### src/rtl/mc_controller.sv
// ---------------------------------------------------------------------------
// mc_controller
// Multicycle MIPS control unit. A Moore FSM walks one instruction at a time
// through fetch, decode, execute, memory and writeback. It drives every
// datapath select, enable and ALU control code.
//
// Ports
//   clk        : rising-edge clock
//   reset      : asynchronous active-low reset (0 = in reset)
//   op, funct  : instruction[31:26] and instruction[5:0] from the IR
//   zero       : ALU zero flag, used for beq
//   memready   : memory finished the current access this cycle
//   pcen       : PC enable (fetch advance, taken beq, jump)
//   iord       : memory address select (0 = PC, 1 = ALUOut)
//   memwrite   : memory write strobe
//   irwrite    : instruction register enable
//   regdst     : write register select (0 = rt, 1 = rd)
//   memtoreg   : writeback select (0 = ALUOut, 1 = Data)
//   regwrite   : register file write enable
//   alusrca    : ALU A select (0 = PC, 1 = register A)
//   alusrcb    : ALU B select (00 B, 01 +4, 10 imm, 11 imm<<2)
//   pcsrc      : PC source (00 ALU result, 01 ALUOut, 10 jump target)
//   zeroext    : zero-extend the immediate (xori)
//   alucontrol : ALU function code
//   state      : current FSM state, exported for debug
// ---------------------------------------------------------------------------
module mc_controller #(
  parameter logic [3:0] RESET_STATE = 4'd0
) (
  input  logic       clk,
  input  logic       reset,
  input  logic [5:0] op,
  input  logic [5:0] funct,
  input  logic       zero,
  input  logic       memready,
  output logic       pcen,
  output logic       iord,
  output logic       memwrite,
  output logic       irwrite,
  output logic       regdst,
  output logic       memtoreg,
  output logic       regwrite,
  output logic       alusrca,
  output logic [1:0] alusrcb,
  output logic [1:0] pcsrc,
  output logic       zeroext,
  output logic [3:0] alucontrol,
  output logic [3:0] state
);

  localparam logic [3:0] FETCH   = 4'd0;
  localparam logic [3:0] DECODE  = 4'd1;
  localparam logic [3:0] MEMADR  = 4'd2;
  localparam logic [3:0] MEMRD   = 4'd3;
  localparam logic [3:0] MEMWB   = 4'd4;
  localparam logic [3:0] MEMWR   = 4'd5;
  localparam logic [3:0] RTYPEEX = 4'd6;
  localparam logic [3:0] RTYPEWB = 4'd7;
  localparam logic [3:0] BEQEX   = 4'd8;
  localparam logic [3:0] ADDIEX  = 4'd9;
  localparam logic [3:0] ITYPEWB = 4'd10;
  localparam logic [3:0] JEX     = 4'd11;
  localparam logic [3:0] XORIEX  = 4'd12;

  localparam logic [5:0] OP_LW    = 6'b100011;
  localparam logic [5:0] OP_SW    = 6'b101011;
  localparam logic [5:0] OP_RTYPE = 6'b000000;
  localparam logic [5:0] OP_BEQ   = 6'b000100;
  localparam logic [5:0] OP_ADDI  = 6'b001000;
  localparam logic [5:0] OP_XORI  = 6'b001110;
  localparam logic [5:0] OP_J     = 6'b000010;

  logic [3:0] state_r;
  logic [3:0] next_state_s;
  logic       pcen_s;
  logic       memwrite_s;
  logic       irwrite_s;
  logic       regwrite_s;
  logic [4:0] rtype_s;

  // R-type funct decode: {legal, alucontrol}. Unknown funct keeps the add
  // code on the ALU and is flagged illegal so no writeback follows.
  function automatic logic [4:0] rtype_decode(input logic [5:0] f);
    case (f)
      6'b100000: return {1'b1, 4'b0010};
      6'b100010: return {1'b1, 4'b1010};
      6'b100100: return {1'b1, 4'b0000};
      6'b100101: return {1'b1, 4'b0001};
      6'b101010: return {1'b1, 4'b1011};
      6'b000110: return {1'b1, 4'b0100};
      default:   return {1'b0, 4'b0010};
    endcase
  endfunction

  assign rtype_s = rtype_decode(funct);

  // State register with asynchronous active-low reset.
  always_ff @(posedge clk or negedge reset) begin
    if (!reset) begin
      state_r <= RESET_STATE;
    end else begin
      state_r <= next_state_s;
    end
  end

  // Next-state logic; memready only matters in FETCH, MEMRD and MEMWR.
  always_comb begin
    next_state_s = FETCH;
    case (state_r)
      FETCH:   next_state_s = memready ? DECODE : FETCH;
      DECODE: begin
        case (op)
          OP_LW, OP_SW: next_state_s = MEMADR;
          OP_RTYPE:     next_state_s = RTYPEEX;
          OP_BEQ:       next_state_s = BEQEX;
          OP_ADDI:      next_state_s = ADDIEX;
          OP_XORI:      next_state_s = XORIEX;
          OP_J:         next_state_s = JEX;
          default:      next_state_s = FETCH;
        endcase
      end
      MEMADR:  next_state_s = (op == OP_LW) ? MEMRD : MEMWR;
      MEMRD:   next_state_s = memready ? MEMWB : MEMRD;
      MEMWB:   next_state_s = FETCH;
      MEMWR:   next_state_s = memready ? FETCH : MEMWR;
      RTYPEEX: next_state_s = rtype_s[4] ? RTYPEWB : FETCH;
      RTYPEWB: next_state_s = FETCH;
      BEQEX:   next_state_s = FETCH;
      ADDIEX:  next_state_s = ITYPEWB;
      ITYPEWB: next_state_s = FETCH;
      JEX:     next_state_s = FETCH;
      XORIEX:  next_state_s = ITYPEWB;
      default: next_state_s = FETCH;
    endcase
  end

  // Moore output decode; only pcen and irwrite look at memready/zero.
  always_comb begin
    pcen_s     = 1'b0;
    iord       = 1'b0;
    memwrite_s = 1'b0;
    irwrite_s  = 1'b0;
    regdst     = 1'b0;
    memtoreg   = 1'b0;
    regwrite_s = 1'b0;
    alusrca    = 1'b0;
    alusrcb    = 2'b00;
    pcsrc      = 2'b00;
    zeroext    = 1'b0;
    alucontrol = 4'b0000;
    case (state_r)
      FETCH: begin
        alusrcb    = 2'b01;
        alucontrol = 4'b0010;
        irwrite_s  = memready;
        pcen_s     = memready;
      end
      DECODE: begin
        alusrcb    = 2'b11;
        alucontrol = 4'b0010;
      end
      MEMADR: begin
        alusrca    = 1'b1;
        alusrcb    = 2'b10;
        alucontrol = 4'b0010;
      end
      MEMRD: begin
        iord = 1'b1;
      end
      MEMWB: begin
        memtoreg   = 1'b1;
        regwrite_s = 1'b1;
      end
      MEMWR: begin
        iord       = 1'b1;
        memwrite_s = 1'b1;
      end
      RTYPEEX: begin
        alusrca    = 1'b1;
        alucontrol = rtype_s[3:0];
      end
      RTYPEWB: begin
        regdst     = 1'b1;
        regwrite_s = 1'b1;
      end
      BEQEX: begin
        alusrca    = 1'b1;
        alucontrol = 4'b1010;
        pcsrc      = 2'b01;
        pcen_s     = zero;
      end
      ADDIEX: begin
        alusrca    = 1'b1;
        alusrcb    = 2'b10;
        alucontrol = 4'b0010;
      end
      ITYPEWB: begin
        regwrite_s = 1'b1;
      end
      JEX: begin
        pcsrc  = 2'b10;
        pcen_s = 1'b1;
      end
      XORIEX: begin
        alusrca    = 1'b1;
        alusrcb    = 2'b10;
        zeroext    = 1'b1;
        alucontrol = 4'b0101;
      end
      default: begin
        pcen_s = 1'b0;
      end
    endcase
  end

  // Write enables are forced low combinationally while reset is held, so an
  // aborted instruction cannot leave a strobe pulsing before the next edge.
  assign pcen     = pcen_s & reset;
  assign irwrite  = irwrite_s & reset;
  assign memwrite = memwrite_s & reset;
  assign regwrite = regwrite_s & reset;
  assign state    = state_r;

endmodule

### config.mk
export PLATFORM = sky130hd
export DESIGN_NAME = mc_controller
export DESIGN_NICKNAME = d
export VERILOG_FILES = /design/src/rtl/mc_controller.sv
export SDC_FILE = /design/constraint.sdc
export NUM_CORES = 1
export LEC_CHECK = 0
export CORE_MARGIN = 1
export CORE_UTILIZATION = 41
export DETAILED_ROUTE_END_ITERATION = 10
export MAX_ROUTING_LAYER = met4
export PLACE_DENSITY = 0.89
export SETUP_SLACK_MARGIN = 0.4
export SLEW_MARGIN = 0
export SYNTH_ARGS = -nofsm -noshare
export SYNTH_HDL_FRONTEND = slang
export SYNTH_SLANG_ARGS = --single-unit
### constraint.sdc
create_clock -name clk -period 3.7 [get_ports clk]
set_input_delay 0.74 -clock clk [delete_from_list [all_inputs] [get_ports clk]]
set_output_delay 0.74 -clock clk [all_outputs]
set_load 0.02 [all_outputs]
After elaboration in Yosys (flattened, before gate mapping)
Index checks and enable logic that the tools add are counted.
{"block": "word_totals", "ff_bits": 4, "inputBits": 16, "output_inout_bits": 21, "word_cells": 58}
{"block": "op_classes", "reduce_logical": 9, "bitwise": 4, "mux": 20, "n_eq_ne": 24}
{"operator": "6-bit == test, second input constant", "n": 7}
{"operator": "5-bit case mux with 6 select lines", "n": 1}
{"operator": "4-bit case mux with 7 select lines", "n": 1}
{"operator": "4-bit case mux with 6 select lines", "n": 1}
{"operator": "4-bit == test, second input constant", "n": 5}
{"operator": "4-bit by 3-bit == test with 1-bit output, second input constant", "n": 4}
{"operator": "4-bit case mux with 4 select lines", "n": 1}
{"operator": "6-bit by 3-bit == test with 1-bit output, second input constant", "n": 2}
{"operator": "6-bit by 4-bit == test with 1-bit output, second input constant", "n": 2}
{"operator": "3-bit 2-to-1 mux", "n": 4}
{"operator": "1-bit 2-to-1 mux", "n": 9}
{"operator": "4-bit by 2-bit == test with 1-bit output, second input constant", "n": 2}
{"operator": "6-bit by 2-bit == test with 1-bit output, second input constant", "n": 1}
{"operator": "6-bit logical NOT", "n": 1}
{"operator": "2-bit case mux with 3 select lines", "n": 1}
{"operator": "2-bit OR reduction", "n": 3}
{"operator": "3-bit OR reduction", "n": 2}
{"operator": "5-bit OR reduction", "n": 1}
{"operator": "1-bit AND", "n": 4}
{"operator": "4-bit by 1-bit == test with 1-bit output, second input constant", "n": 1}
{"operator": "4-bit logical NOT", "n": 1}
{"operator": "2-bit case mux with 2 select lines", "n": 1}
{"operator": "4-bit OR reduction", "n": 1}
{"operator": "1-bit case mux with 3 select lines", "n": 1}

Longest topological paths before layout
Gate-level depths: netlist of the first run.
{"block": "depth", "depth_word": 4, "mapped_depth": 7, "depth_no_buf": 5}

Worst setup path after synthesis of the first run
Ideal clock, no wire load.
{"block": "synth_timing", "kind": "flip-flop to output port", "startpoint": "register state_r[1] (netlist: state[1])", "endpoint": "output port alucontrol[3]", "path_stages_with_launch": 5, "path_buffers": 1, "required_ps": 2960, "path_slack_ps": 963, "t_arrival_ps": 1997, "cell_sequence": "dfrtp_1 -> buf_4 -> or3b_1 -> or3b_1 -> o32ai_1"}
{"block": "synth_via", "elab_chain_cells": 3, "elab_cells_between_ends": 9, "classes_between": "eq/ne (6); mux (1); reduce/logical (2)"}
{"item": "start: declaration", "line": "73", "text": "logic [3:0] state_r;"}
{"item": "start signal: assignment", "line": "102", "text": "state_r <= next_state_s;"}
{"item": "4-bit by 1-bit == test with 1-bit output (tied with other cells)", "line": "151", "text": "case (state_r)"}
{"item": "4-bit OR reduction (no source line)"}
{"item": "4-bit case mux with 4 select lines (*)", "line": "151"}
{"item": "end: declaration", "line": "47", "text": "output logic [3:0] alucontrol,"}
Mark *: on every way between the ends. The rest lies on a longest branch, timed or not.

Worst setup path in the final report of the first run
{"block": "layout_timing", "startpoint": "input port funct[1]", "endpoint": "output port alucontrol[1]"}
{"block": "layout_via", "elab_chain_cells": 3, "elab_cells_between_ends": 8, "classes_between": "eq/ne (6); mux (2)"}
{"item": "start: declaration", "line": "33", "text": "input logic [5:0] funct,"}
{"item": "6-bit by 3-bit == test with 1-bit output / 6-bit == test (equally long branches)", "line": "84", "text": "case (f)"}
{"item": "5-bit case mux with 6 select lines (*)", "line": "84"}
{"item": "4-bit case mux with 4 select lines (*)", "line": "151"}
Marked as above.

==> results of run 1 <==
## worst register-to-register path: cells and delay by family, from the launching register on
family	cells	cell delay (ps)
AND/OR/NAND/NOR	2	850
flip-flops	1	370
AO/OA/AOI/OAI	2	330
## timing repair
item                       4_1_cts  5_1_grt
hold buffers                     0        0
buffers inserted                 0        0
setup endpoints to repair        3        2
resized for setup                3        4
## final timing paths
check | cells past startpoint | to
worst max-delay path | 6 | alucontrol[1]
worst min-delay path | 2 | state[0]
worst max register to register | 4 | state[1]
worst min register to register | 2 | state[0]
max in group asynchronous | 1 | state[0]
min in group asynchronous | 1 | state[1]
## per-stage QoR
step | util | instance area [um2] | cells
2_1_floorplan | - | 683.2 | 97
3_3_place_gp | 0.6954 | 1060 | 146
3_5_place_dp | 0.6954 | 1060 | 146
4_1_cts | 0.7077 | 1079 | 149
5_1_grt | 0.7094 | 1081 | 149
6_report | 0.7094 | 1081 | 149
## Yosys cell counts, drive strengths merged
library cell	instances
a21boi	1
xor2	1
buf	1
mux2i	2
o31ai	3
nand3	2
nand3b	1
nor3	5
and3	1
mux2	3
dfrtp	4
a21oi	5
nor4	1
o21ai	4
nand2b	10
a31oi	2
o21a	1
o21bai	1
o221ai	1
or3	2
a2bb2oi	1
nor3b	2
a2111oi	1
o22ai	2
or2	2
o211ai	2
nor2b	1
o32ai	1
clkbuf	5
nand4b	1
nor2	14
or3b	3
nand2	3
nand4	2
inv	4
xnor2	2
## logic make-up after synthesis
group                  count (synthesis)  synth area share
multiplexers                           5           0.07875
XOR/XNOR                               3           0.03847
buffers and inverters                 10           0.06044
flip-flops                             4            0.1465
AND/OR/NAND/NOR                       50            0.4030
AO/OA/AOI/OAI                         25            0.2729
## where the power goes
group	internal, mW	switching, mW	total [mW]	leakage, nW
Combinational	0.0789	0.0901	0.169	0.344
Clock	0.0362	0.0171	0.0534	0.0138
Sequential	0.0487	0.00652	0.0552	0.0540
Total	0.164	0.114	0.278	0.411
## routing by layer
metal | global-route usage | up-vias | share of wire
li1 | - | 435 | -
met1 | 0.3351 | 401 | 0.42
met2 | 0.3606 | 58 | 0.50
met3 | 0.03830 | 6 | 0.068
met4 | 0.07500 | 0 | 0.012
met5 | - | - | 0
## final cells by class
| cell class | count | area (um2) | share of cell area |
|---|---|---|---|
| well taps | 16 | 20.02 | 0.01852 |
| repair buffers | 39 | 377.9 | 0.3495 |
| multi-input cells | 83 | 545.5 | 0.5046 |
| inverters | 4 | 15.01 | 0.01389 |
| clock buffers | 3 | 22.52 | 0.02083 |
| flip-flops and latches | 4 | 100.1 | 0.09259 |
==> impl_metrics.json, run 1 <==
{
  "outcome": "finished, final reports clean",
  "cellPowerDensity_mw_per_mm2": 256.7,
  "area_growth_pct": 58.24,
  "min_period_ps": 3130,
  "synth.top_cells.by_area": "dfrtp_1, nand2b_1, nor2_1",
  "slew_viol_final": 0,
  "drc": 0,
  "wire_per_inst_um": 13.36,
  "p_leak_nw": 0.4114,
  "nets": 151,
  "ys_ff_latch": 4,
  "synth_nets": 113,
  "worst_slew_pin_slew_ps": 504.1,
  "portBuffers": 36,
  "max_stage_delay_ps": 550,
  "drt-total-wl_um": 1991,
  "h-tree-depth": 1,
  "drive_above_1_share": 0.1278,
  "cp-startpoint": "funct[1]",
  "final.setup.worst_slack_ps": 570.0,
  "largest_register_ffs": 4,
  "rrSetupSlack_ps": 2060,
  "gr-total-overflow": 0,
  "fillers": 120,
  "yosysUniqueCellTypes": 40,
  "rows": 14,
  "fin_crit_sh": 0.8460,
  "gp_congestion": 0.8769,
  "crit_fanout": 5,
  "antenna_found_initial": 0,
  "cts_tree": "built",
  "setup_viol": 0,
  "crit_path_start_kind": "input pin",
  "final_antenna_net_count": 0,
  "fin_hold_ws_ps": 708.1,
  "root_buffer": "clkbuf_4",
  "r2r-start": "state[0]",
  "layout_common_cells": "clkdlybuf4s50_1, nor2_1, nand2b_1",
  "maxCapViolCount": 0,
  "grt_pass1_vias": 799,
  "fmax_mhz": 319.5,
  "crit_type": "in -> out",
  "fp.dieH_um": 42.82,
  "synth_top_area_share": 0.1465,
  "hp-class": "reg -> reg",
  "dieArea_mm2": 0.001834,
  "power_mw": 0.2775,
  "dr.pass1.iters": 5,
  "path_buf_inv": 2,
  "holdCritStartpoint": "state[3]",
  "max_slew_margin": 0.6639,
  "cp_slowest_cell": "clkdlybuf4s50_1",
  "num_antenna_cells": 0,
  "ir_drop_mv": 0.2212,
  "post-synth-top-area-cell": "dfrtp_1",
  "first_iter_violations": 21,
  "cp_cell_sequence": "clkdlybuf4s50_1, nand2b_1, mux2_2, o31ai_1, a21boi_0, dlygate4sd2_1",
  "grt_max_degree": 19,
  "core_area_mm2": 0.001524,
  "grt_pass1_wl_um": 3415,
  "cp-end-kind": "output port",
  "netlist_instances": 97,
  "fin_tns_setup_ps": 0,
  "cp.required_ps": 2960,
  "clk_latency_ps": 230,
  "critPathArrivalTime_ps": 2390,
  "vias": 900,
  "vias_per_cell": 6.040,
  "die_x_um": 42.82,
  "path_delay_family": "buffers and inverters",
  "netlist_area_um2": 683.2,
  "clk_pin_slew_ps": 40,
  "grtUsageTotal": 0.2423,
  "dpl.hpwl_um": 1553,
  "rsz0062_at_grt": "false",
  "cts.path.max_buffers": 2,
  "dpl_worst_slack_ps": 103.2,
  "syn_area_per_cell_um2": 7.043,
  "hold_violations": 0,
  "synth.yosys.seq_area_share": 0.1465,
  "finClkSkew_ps": 3.607,
  "io_pins": 37,
  "start_util": 0.4483,
  "ys.warnings.count": 0,
  "clock-sinks": 4,
  "final_common_cell": "clkdlybuf4s50_1",
  "numCtsBuffers": 3
}
Note: power is estimated with default switching activity, not from simulation.
==> inputs of run 2 (changes only) <==
Settings changed: CORE_UTILIZATION 41 to 35, PLACE_DENSITY 0.89 to 0.81.
Clock period 3.7 ns to 2.5 ns, I/O delays scaled along.
==> run 2 against run 1 <==
  * Sequential share of layout area down 1.4 points
  * Largest power group unchanged
  * First-iteration DRC count increased by 33%
  * Largest cell class unchanged
  * Non-clock buffer count grew 19
  * Worst hold slack worse by 41 ps
  * Critical endpoint is now alucontrol[0]
==> impl_metrics.json, run 2 (same netlist as run 1, synthesis figures left out) <==
{
  "outcome": "finished, final reports clean",
  "p_leak_nw": 0.5353,
  "ir_drop_mv": 0.2539,
  "clock-sinks": 4,
  "use_met1": 0.2810,
  "finClkSkew_ps": 6.488,
  "grt.busiest_layer": "met2",
  "largest_register_ffs": 4,
  "fmax_mhz": 419.7,
  "slew_viol_final": 0,
  "critPathArrivalTime_ps": 1880,
  "fp.dieH_um": 46.18,
  "fin_cells": 178,
  "cp-startpoint": "state[0]",
  "cts.path.max_buffers": 2,
  "final_antenna_net_count": 0,
  "placed_cells": 170,
  "start_util": 0.3832,
  "hold_buffers": 0,
  "drt-total-wl_um": 2456,
  "core_area_mm2": 0.001783,
  "fillers": 145,
  "hold_violations": 0,
  "worst_slew_pin_slew_ps": 303.7,
  "nets": 170,
  "die_x_um": 46.18,
  "numCtsBuffers": 3,
  "first_iter_violations": 28,
  "fin_tns_setup_ps": 0,
  "portBuffers": 36,
  "clk_pin_slew_ps": 40,
  "drive_above_1_share": 0.4052,
  "gr-total-overflow": 0,
  "gp_congestion": 0.8766,
  "grt_max_degree": 19,
  "max_slew_margin": 0.7957,
  "rsz0062_at_grt": "true",
  "dieArea_mm2": 0.002133,
  "fin_area_mm2": 0.001300,
  "drc": 0,
  "crit_type": "reg -> out",
  "wire_per_inst_um": 13.80,
  "grtUsageTotal": 0.2585,
  "area_growth_pct": 90.29,
  "io_pins": 37,
  "cellPowerDensity_mw_per_mm2": 348.2,
  "cp-end-kind": "output port",
  "grt_pass1_vias": 915,
  "cts_tree": "built",
  "place_area_mm2": 0.001227,
  "vias": 966,
  "antenna_found_initial": 0,
  "root_buffer": "clkbuf_4",
  "met2_usage": 0.4676,
  "rows": 15,
  "setup_viol": 0,
  "layout_common_cells": "buf_4, nor2_1, clkdlybuf4s50_1",
  "maxCapViolCount": 0,
  "cp.required_ps": 2000,
  "min_period_ps": 2383,
  "fin_crit_sh": 0.9531,
  "grt_pass1_wl_um": 3891,
  "seq_area_um2": 102.6,
  "clk_latency_ps": 240,
  "crit_fanout": 3,
  "vias_per_cell": 5.427,
  "final_common_cell": "buf_4",
  "dpl.hpwl_um": 1753,
  "r2r-start": "state[0]",
  "hp-class": "in -> async",
  "h-tree-depth": 1,
  "dr.pass1.iters": 4,
  "reg2reg_depth": 5,
  "num_antenna_cells": 0,
  "multiInputGateArea_um2": 633.1,
  "utilization": 0.7291,
  "crit_path_start_kind": "flop",
  "use_met3": 0.03137
}
## run 2: cell count changes in the layout (fill, tap and decap cells not counted), moves of 3 or more
cell / previous run / this run
clkdlybuf4s15_2: 0 / 3
nand2b_1: 10 / 7
clkdlybuf4s50_1: 32 / 14
nand2b_4: 0 / 3
buf_2: 0 / 5
buf_6: 0 / 6
buf_4: 3 / 22
## run 2: what timing repair did
action,4_1_cts,5_1_grt
gates resized for setup,77,18
setup buffers,3,1
pin swaps,5,4
setup endpoints to repair,17,14
## run 2: layer usage
metal,vias to the layer above,wire [um]
met2,51,1319
met4,0,48
met1,439,943
met3,10,143
li1,466,-
met5,-,0
## run 2: path summary, 6_finish.rpt
check	endpoint	slack, ps
setup / recovery	alucontrol[0]	120
hold / removal	state[3]	670
setup reg to reg	state[0]	760
hold reg to reg	state[0]	710
max in group asynchronous	state[2]	1710
min in group clk	state[0]	710
## run 2: metrics by stage
step                setup WS (ps)  hold WS (ps)  power (mW)
floorplan                   289.2         204.4      0.2279
global placement           -492.2         701.5      0.3550
detailed placement         -564.1         704.1      0.3601
CTS                         123.4         663.2      0.4477
global route                58.56         681.7      0.4846
finish                      117.2         667.4      0.4527
## run 2: power breakdown
group          total (mW)  internal [mW]  switching, mW
combinational       0.284          0.131          0.152
sequential         0.0797         0.0726        0.00710
clock              0.0893         0.0601         0.0293
## run 2: layout make-up
cell class | instances | area share
Sequential cell | 4 | 0.07892
Inverter | 4 | 0.01155
Timing Repair Buffer | 58 | 0.3782
Tap cell | 25 | 0.02406
Multi-Input combinational cell | 83 | 0.4870
Clock buffer | 4 | 0.02021
## run 2: worst max-delay path, cell delays in order (launching register included)
cell      delay [ps]
dfrtp_1          360
or3b_1           400
or3b_4           430
o21bai_4         210
o21ai_4          120
buf_6            130
==> inputs of run 3 (changes only) <==
Settings changed: SKIP_LAST_GASP set to 1.
==> results of run 3 <==
Same layout as run 2: the final DEF is identical, and so are final timing and power.
